### src/rtl/rs_pkg.sv
// Shared RS(68,64) definitions used by the parity encoder and the codeword serializer.
package rs_pkg;

    localparam int N_MSG = 64;              // message bytes per codeword
    localparam int N_PAR = 4;               // parity bytes per codeword
    localparam int DW    = 8;               // symbol width in bits
    localparam int N_CW  = N_MSG + N_PAR;   // bytes per codeword
    localparam int IDX_W = 7;               // width of the stream byte index

    typedef logic [DW-1:0]    sym_t;
    typedef logic [IDX_W-1:0] idx_t;

    typedef enum logic [1:0] {
        IDLE     = 2'd0,
        WAIT_PAR = 2'd1,
        STREAM   = 2'd2
    } ser_state_t;

    // Index of the final codeword byte; the beat at this index carries out_last.
    localparam idx_t IDX_LAST = idx_t'(N_CW - 1);

endpackage

### src/rtl/rs_codeword_serializer.sv
// Merges a parallel 64-byte message with the 4 parity bytes returned one cycle later
// by the encoder, and streams the 68-byte systematic codeword one byte per beat.
module rs_codeword_serializer
    import rs_pkg::*;
(
    input  logic             clk,
    input  logic             rst_n,
    input  sym_t [N_MSG-1:0] msg_in,
    input  logic             msg_valid,
    output logic             msg_ready,
    input  sym_t [N_PAR-1:0] parity_in,
    input  logic             parity_valid,
    output sym_t             out_data,
    output logic             out_valid,
    input  logic             out_ready,
    output logic             out_last,
    output logic             err_overflow,
    output logic             err_protocol
);

    localparam int MSG_AW = $clog2(N_MSG);
    localparam int PAR_AW = $clog2(N_PAR);

    // The byte index must be able to address every codeword byte.
    if (N_CW > (1 << IDX_W)) begin : g_idx_width_check
        $error("rs_codeword_serializer: N_MSG+N_PAR exceeds the idx range");
    end

    ser_state_t         r_state;
    ser_state_t         w_state_nxt;
    sym_t [N_MSG-1:0]   r_msg_buf;
    sym_t [N_PAR-1:0]   r_par_buf;
    idx_t               r_idx;
    logic               r_err_overflow;
    logic               r_err_protocol;

    logic               w_accept_msg;
    logic               w_accept_par;
    logic               w_beat;
    logic               w_streaming;
    logic [MSG_AW-1:0]  w_msg_sel;
    logic [PAR_AW-1:0]  w_par_sel;

    assign w_streaming  = (r_state == STREAM);
    assign msg_ready    = (r_state == IDLE);
    assign out_valid    = w_streaming;
    assign out_last     = w_streaming && (r_idx == IDX_LAST);
    assign err_overflow = r_err_overflow;
    assign err_protocol = r_err_protocol;

    // State register: the only control state of the block.
    always_ff @(posedge clk or negedge rst_n) begin
        if (!rst_n) begin
            r_state <= IDLE;
        end else begin
            r_state <= w_state_nxt;
        end
    end

    // Next-state decode plus the capture/handshake strobes that steer the datapath.
    always_comb begin
        w_state_nxt  = r_state;
        w_accept_msg = 1'b0;
        w_accept_par = 1'b0;
        w_beat       = 1'b0;
        case (r_state)
            IDLE: begin
                if (msg_valid) begin
                    w_accept_msg = 1'b1;
                    w_state_nxt  = WAIT_PAR;
                end else begin
                    w_state_nxt  = IDLE;
                end
            end
            WAIT_PAR: begin
                // Unbounded wait: the encoder is trusted to answer eventually.
                if (parity_valid) begin
                    w_accept_par = 1'b1;
                    w_state_nxt  = STREAM;
                end else begin
                    w_state_nxt  = WAIT_PAR;
                end
            end
            STREAM: begin
                if (out_ready) begin
                    w_beat = 1'b1;
                    if (out_last) begin
                        w_state_nxt = IDLE;
                    end else begin
                        w_state_nxt = STREAM;
                    end
                end else begin
                    w_state_nxt = STREAM;
                end
            end
            default: begin
                w_state_nxt = IDLE;
            end
        endcase
    end

    // Message and parity buffers, loaded only on their accepting cycle.
    always_ff @(posedge clk or negedge rst_n) begin
        if (!rst_n) begin
            r_msg_buf <= {(N_MSG*DW){1'b0}};
            r_par_buf <= {(N_PAR*DW){1'b0}};
        end else begin
            if (w_accept_msg) begin
                r_msg_buf <= msg_in;
            end
            if (w_accept_par) begin
                r_par_buf <= parity_in;
            end
        end
    end

    // Byte index: cleared when parity lands and when the last byte leaves, so it never wraps.
    always_ff @(posedge clk or negedge rst_n) begin
        if (!rst_n) begin
            r_idx <= {IDX_W{1'b0}};
        end else if (w_accept_par) begin
            r_idx <= {IDX_W{1'b0}};
        end else if (w_beat) begin
            if (out_last) begin
                r_idx <= {IDX_W{1'b0}};
            end else begin
                r_idx <= r_idx + {{(IDX_W-1){1'b0}}, 1'b1};
            end
        end
    end

    // Sticky error flags; only reset clears them.
    always_ff @(posedge clk or negedge rst_n) begin
        if (!rst_n) begin
            r_err_overflow <= 1'b0;
            r_err_protocol <= 1'b0;
        end else begin
            r_err_overflow <= r_err_overflow | (msg_valid & ~msg_ready);
            r_err_protocol <= r_err_protocol | (parity_valid & (r_state != WAIT_PAR));
        end
    end

    // Output byte select: message bytes first, then parity; forced to zero outside STREAM.
    always_comb begin
        w_msg_sel = MSG_AW'(r_idx);
        w_par_sel = PAR_AW'(r_idx - idx_t'(N_MSG));
        out_data  = {DW{1'b0}};
        if (w_streaming) begin
            if (r_idx < idx_t'(N_MSG)) begin
                out_data = r_msg_buf[w_msg_sel];
            end else begin
                out_data = r_par_buf[w_par_sel];
            end
        end else begin
            out_data = {DW{1'b0}};
        end
    end

endmodule

### config.mk
export PLATFORM = sky130hd
export DESIGN_NAME = rs_codeword_serializer
export DESIGN_NICKNAME = d
export VERILOG_FILES = /design/src/rtl/rs_pkg.sv /design/src/rtl/rs_codeword_serializer.sv
export SDC_FILE = /design/constraint.sdc
export NUM_CORES = 1
export LEC_CHECK = 0
export ABC_AREA = 0
export BUFFER_PORTS_ARGS = -buffer_cell sky130_fd_sc_hd__buf_2
export CAP_MARGIN = 20
export CORE_UTILIZATION = 40
export CTS_CLUSTER_SIZE = 12
export DETAILED_ROUTE_END_ITERATION = 10
export PLACE_DENSITY = 0.6
export SLEW_MARGIN = 20
export SYNTH_ARGS = -nofsm -noshare
export SYNTH_HDL_FRONTEND = slang
export SYNTH_SLANG_ARGS = --single-unit
### constraint.sdc
create_clock -name clk -period 2 [get_ports clk]
set_clock_uncertainty 0.1 [all_clocks]
set_input_delay 0.1 -clock clk [delete_from_list [all_inputs] [get_ports clk]]
set_output_delay 0.1 -clock clk [all_outputs]
set_load 0.1 [all_outputs]
=== After elaboration in Yosys (flattened, before gate mapping) ===
Cells that the tools add are included.

* Bits in registers: 555
* Bits of input ports: 549
* Output and inout bits: 13
* Logic and storage cells: 109

* Add/subtract/negate cells: 2
* Order comparisons: 3
* Eq/ne operators: 4
* Mux-type cells: 20
* Bitwise logic cells: 5
* Reductions and logical operators: 3

{| class="wikitable"
|+ Operators with widths
! cell !! number
|-
| binary-select mux 8 bit (select 6 bit) || 1
|-
| 2-to-1 mux 8 bit || 4
|-
| 2-to-1 mux 7 bit || 3
|-
| binary-select mux 8 bit (select 2 bit) || 1
|-
| adder 7 x 1 -> 7 bit (second input constant) || 1
|-
| == test 7 bit (second input constant) || 1
|-
| < comparator 6 x 7 -> 1 bit (second input constant) || 1
|-
| < comparator 7 bit (second input constant) || 1
|-
| 2-to-1 mux 1 bit || 7
|-
| 2-to-1 mux 2 bit || 3
|-
| case mux 2 bit (3 select lines) || 1
|-
| < comparator 2 x 3 -> 1 bit (second input constant) || 1
|-
| AND 1 bit || 2
|-
| == test 2 x 1 -> 1 bit (second input constant) || 1
|-
| == test 2 bit (second input constant) || 1
|-
| zero test 2 bit || 1
|-
| inequality test 2 x 1 -> 1 bit (second input constant) || 1
|-
| OR 1 bit || 2
|-
| nonzero test 2 bit || 1
|-
| subtractor 2 x 1 -> 2 bit (second input constant) || 1
|-
| logical AND 1 bit || 1
|-
| inverter 1 bit || 1
|}

=== Depth between registers and ports, before layout ===
* Word-level depth: 5
* Gate-level depth with buffers: 9
* Mapped depth without buffers: 6

=== Worst setup path before layout ===
OpenSTA, ideal clock, no wires.

* Path type: reg-to-reg
* Start point: register r_state[0]
* End point: register r_msg_buf[100] (netlist name)
* Library setup time: 125 ps
* Data arrival time: 3029 ps
* Path slack: -1253 ps
* Stages on the path, launching flop included: 7
* Buffers on the path: 3
* Cell sequence: dfrtp_1 nor2_1 and2_1 clkbuf_1 clkbuf_1 buf_2 mux2_2

* Longest elaborated chain between the ends: 2

{| class="wikitable"
|+ RTL lines
! element !! line !! text
|-
| start, declared || rs_codeword_serializer.sv:29 || <nowiki>ser_state_t r_state;</nowiki>
|-
| start signal, assigned || rs_codeword_serializer.sv:56 || <nowiki>r_state <= w_state_nxt;</nowiki>
|-
| zero test 2 bit || - ||
|-
| net msg_ready || rs_codeword_serializer.sv:10 || <nowiki>output logic msg_ready,</nowiki>
|-
| 2-to-1 mux 1 bit || rs_codeword_serializer.sv:66 || <nowiki>case (r_state)</nowiki>
|-
| end signal, assigned || rs_codeword_serializer.sv:105 || <nowiki>r_msg_buf <= {(N_MSG*DW){1'b0}};</nowiki>
|-
| end signal, assigned || rs_codeword_serializer.sv:109 || <nowiki>r_msg_buf <= msg_in;</nowiki>
|-
| end, declared || rs_codeword_serializer.sv:31 || <nowiki>sym_t [N_MSG-1:0] r_msg_buf;</nowiki>
|}

The timed path passes the listed nets, and every way through them passes these cells.
A chain may end at the register's enable or synchronous reset.

=== Worst setup path in the final report ===
* Start point: register r_idx[0]
* End point: output port out_data[4]

* Longest elaborated chain between the ends: 5
* Elaborated cells on any way between the ends: 8
* Those cells by class: add/sub: 1; order compare: 1; mux: 6

{| class="wikitable"
|+ RTL lines
! element !! line !! text
|-
| start, declared || rs_codeword_serializer.sv:33 || <nowiki>idx_t r_idx;</nowiki>
|-
| start signal, assigned || rs_codeword_serializer.sv:120 || <nowiki>r_idx <= {IDX_W{1'b0}};</nowiki>
|-
| start signal, assigned || rs_codeword_serializer.sv:122 || <nowiki>r_idx <= {IDX_W{1'b0}};</nowiki>
|-
| start signal, assigned || rs_codeword_serializer.sv:125 || <nowiki>r_idx <= {IDX_W{1'b0}};</nowiki>
|-
| parallel branches: the longest is 3 deep, another holds binary-select mux 8 bit (select 6 bit) || - ||
|-
| 2-to-1 mux 8 bit * || rs_codeword_serializer.sv:149 || <nowiki>if (r_idx < idx_t'(N_MSG)) begin</nowiki>
|-
| 2-to-1 mux 8 bit * || rs_codeword_serializer.sv:148 || <nowiki>if (w_streaming) begin</nowiki>
|-
| end, declared || rs_codeword_serializer.sv:13 || <nowiki>output sym_t out_data,</nowiki>
|}

Every way passes the cells marked *. The select of a mux whose other input is x is not followed.

==> metrics.md <==
| Metric | Value |
|---|---|
| Outcome | `complete, but fails checks` |
| Violated checks | `setup timing` |
| Peak VDD IR | `slightly above 0.8 mV` |
| Vias | `slightly above 20000` |
| Largest net degree at the start of global routing | `87` |
| Syn_nets | `~2100` |
| Sequential area share after synthesis | `0.556` |
| Fin worst setup slack | `-1.26 ns` |
| Final setup vio count | `between 100 and 150` |
| Worst-Margin Slew | `0.526 ns` |
| Floorplan die height | `about 250 µm` |
| Leakage | `0.0201 µW` |
| Global Route Usage Sum | `0.309` |
| Mapped cell area | `between 0.02 and 0.025 mm²` |
| Adder-Cell Fraction of Synth Area | `0.000501` |
| First-pass GRT wire length | `approximately 150000 µm` |
| Seq cells post-synth | `around 560` |
| Post-Syn Instances | `approximately 1600` |
| Mux share of post-synthesis cell area | `0.383` |
| CTS buffer count | `60` |
| Skew-Pair Late Insertion Delay | `a little over 0.6 ns` |
| Global route overflow | `0` |
| Compound-Gate Fraction of Synth Area | `0.0224` |
| Power Density | `1510 mW/mm²` |
| Final Cell Area | `between 0.04 and 0.05 mm²` |
| Clock root buffer | `clkbuf_16` |
| Max-cap violation count | `0` |
| Crit path arrival time | `3.06 ns` |
| Setup CP Type | `reg2out` |
| RSZ-0062 raised after global routing | `yes` |
| Prevailing post-synth register cell | `dfrtp_1` |
| WHS | `approximately 0.077 ns` |
| Fin util | `0.708` |
| Max-slew headroom | `0.652` |
| Post-DP Area | `between 0.03 and 0.04 mm²` |
| Vias in the first global route | `~23000` |
| Fin. Hold Viols | `0` |
| Hold Crit Class | `in2async` |
| Residual DRC count | `0` |
| Worst EP required | `between 1.5 and 2 ns` |
| First-pass iteration count of the detailed router | `6` |
| Die area | `about 0.063 mm²` |
| Synth cell count leaders | `mux2_2 (582), dfrtp_1 (555), mux4_2 (126)` |
| Initial Utilization | `0.405` |
| Clock-pin slew on the worst setup and hold paths | `approximately 0.060 ns` |
| # rows | `between 90 and 100` |
| PortBufs | `between 500 and 600` |
| Number of synthesized flops with an enable pin | `0` |
| Worst setup SP type | `flip-flop` |
| CTS tree | `done` |
| # nets final | `about 3600` |
| Max clock buf depth | `3` |
| Post-Synth XOR/XNOR Area | `0` |
| Post-DP HPWL | `between 60000 and 70000 µm` |
| Avg Inst Size Synth | `roughly 16 µm²` |
| Tcrit/Tclk final | `1.63` |
| Max-slew violation total from the final report | `0` |
| Initial antenna violation count | `17` |
| Yosys warns | `0` |
| Layout cell share with drive strength beyond 1 | `0.598` |
| Achievable frequency | `307 MHz` |
| Area delta synth->final | `74.7%` |
| DR WL/cell | `25.8 µm` |
| Largest area contributor in the netlist | `dfrtp_1` |
| Die width | `252 µm` |
| Detailed-route wire length | `~100000 µm` |
| Fin crit period | `3.26 ns` |
| Largest family of logic cells by synthesized area | `multiplexers` |
| Vias per cell | `roughly 5.3` |
| TNS Setup | `-13.71 ns` |
| Most common cell in the netlist | `mux2_2` |
| Core area | `0.0617 mm²` |
| Yosys top cell area share | `0.556` |
| Crit Path Max Fanout | `6` |
| Async SR Flop Fraction | `1.00` |
| Ranking of synthesized cells by area | `dfrtp_1 (56%), mux2_2 (26%), mux4_2 (11%), buf_2 (1.4%), mux2i_1 (0.76%)` |
| Htree depth | `2` |
| DR iter-0 viols | `1284` |
| CP endpoint kind | `output port` |
| Simple logic cell fraction of the synthesized area | `0.0163` |
| Final ANT Viol Nets | `0` |
| CTS sink cnt | `555` |
| Routability Congestion | `just under 0.9` |
| Yosys cell types | `40` |
| I/O pin cnt | `around 560` |
## cells in the final DEF (no fill, tap or decap), types with 5 or more instances in the layout
master	count
buf_6	27
mux2_2	73
buf_8	19
clkbuf_1	11
dlygate4sd3_1	548
clkbuf_16	86
mux4_2	126
a21oi_1	8
buf_16	39
bufinv_16	6
buf_12	67
mux2i_1	13
dfrtp_1	550
clkinv_2	11
nand2_1	22
buf_2	549
buf_4	255
nor2_1	6
clkbuf_8	16
o211ai_1	10
a22oi_1	9
mux2_4	509
nand3_1	10
nand3_2	5
nand3_4	8
diode_2	17
a221oi_1	6
and2_1	5
a221o_1	10
## per-stage QoR
step	instances	setup WS, ns	total power, µW
4_1_cts	3883	-1.30	64100
6_report	3933	-1.26	66000
5_1_grt	3932	-1.32	68700
2_1_floorplan	1556	-0.313	39700
3_3_place_gp	3149	-0.865	48000
3_5_place_dp	3149	-0.863	48500
## where the power goes
group / internal (µW) / switching (µW) / total, µW
combinational: 21600 / 11800 / 33400
clock: 6900 / 4710 / 11600
sequential: 17000 / 4050 / 21100
total: 45500 / 20600 / 66000
## cells by family (layout without fill, tap and decap cells)
| kind of cell | after synthesis | after routing |
|---|---|---|
| fa+ha+maj | 1 | 1 |
| buf+inv | 116 | 1639 |
| flops | 555 | 555 |
| compound gates | 76 | 76 |
| mux | 727 | 727 |
| other cells | 0 | 17 |
| simple gates | 81 | 81 |
## flip-flops by register name, summed over array words and instances, names as in the netlist
name and flops:
r_msg_buf 512, r_par_buf 32, r_idx 7, r_state 2, err_overflow 1, err_protocol 1
## metal layers
layer	track usage	vias to the layer above	share of wire
li1	-	8848	-
met1	0.378	10700	0.39
met2	0.522	885	0.50
met3	0.0587	320	0.057
met4	0.155	6	0.052
met5	0	-	0.00033
## critical path, stage by stage (launching register included)
cell and delay, ns:
dfrtp_4 0.47, buf_12 0.17, mux4_2 0.54, mux2_4 0.28, a221o_1 0.36, a32oi_2 0.24
buf_4 0.16, nand2_4 0.07, buf_12 0.17
## final timing paths
path                            depth (start not counted)         start            end  slack (ns)
worst max-delay path                                    8      r_idx[0]    out_data[4]       -1.26
worst min-delay path                                    3         rst_n  r_msg_buf[71]        0.08
worst max register to register                         12      r_idx[0]       r_idx[2]       -0.18
worst min register to register                          1  err_protocol   err_protocol        0.35
max in group asynchronous                               4         rst_n   r_par_buf[8]        1.17
min in group clk                                        3    msg_in[82]  r_msg_buf[82]        0.14
## what timing repair did
action / 4_1_cts / 5_1_grt
buffers inserted: 54 / 22
gates cloned: 27 / 32
hold buffers: 549 / 0
gates resized for setup: 129 / 80
endpoints found under the setup margin: 452 / 470
endpoints found under the hold margin: 1109 / 0
pin swaps: 20 / 21
## layout make-up
cell class	instances	area, µm²
clock inverters	18	243
clock buffers	88	1790
repair buffers	1529	13800
multi-input cells	885	12900
inverters	4	15.0
diodes	17	42.5
well taps	837	1050
flip-flops and latches	555	13900
fillers	3927	18000
No activity file was read; power rests on OpenSTA's default activity.
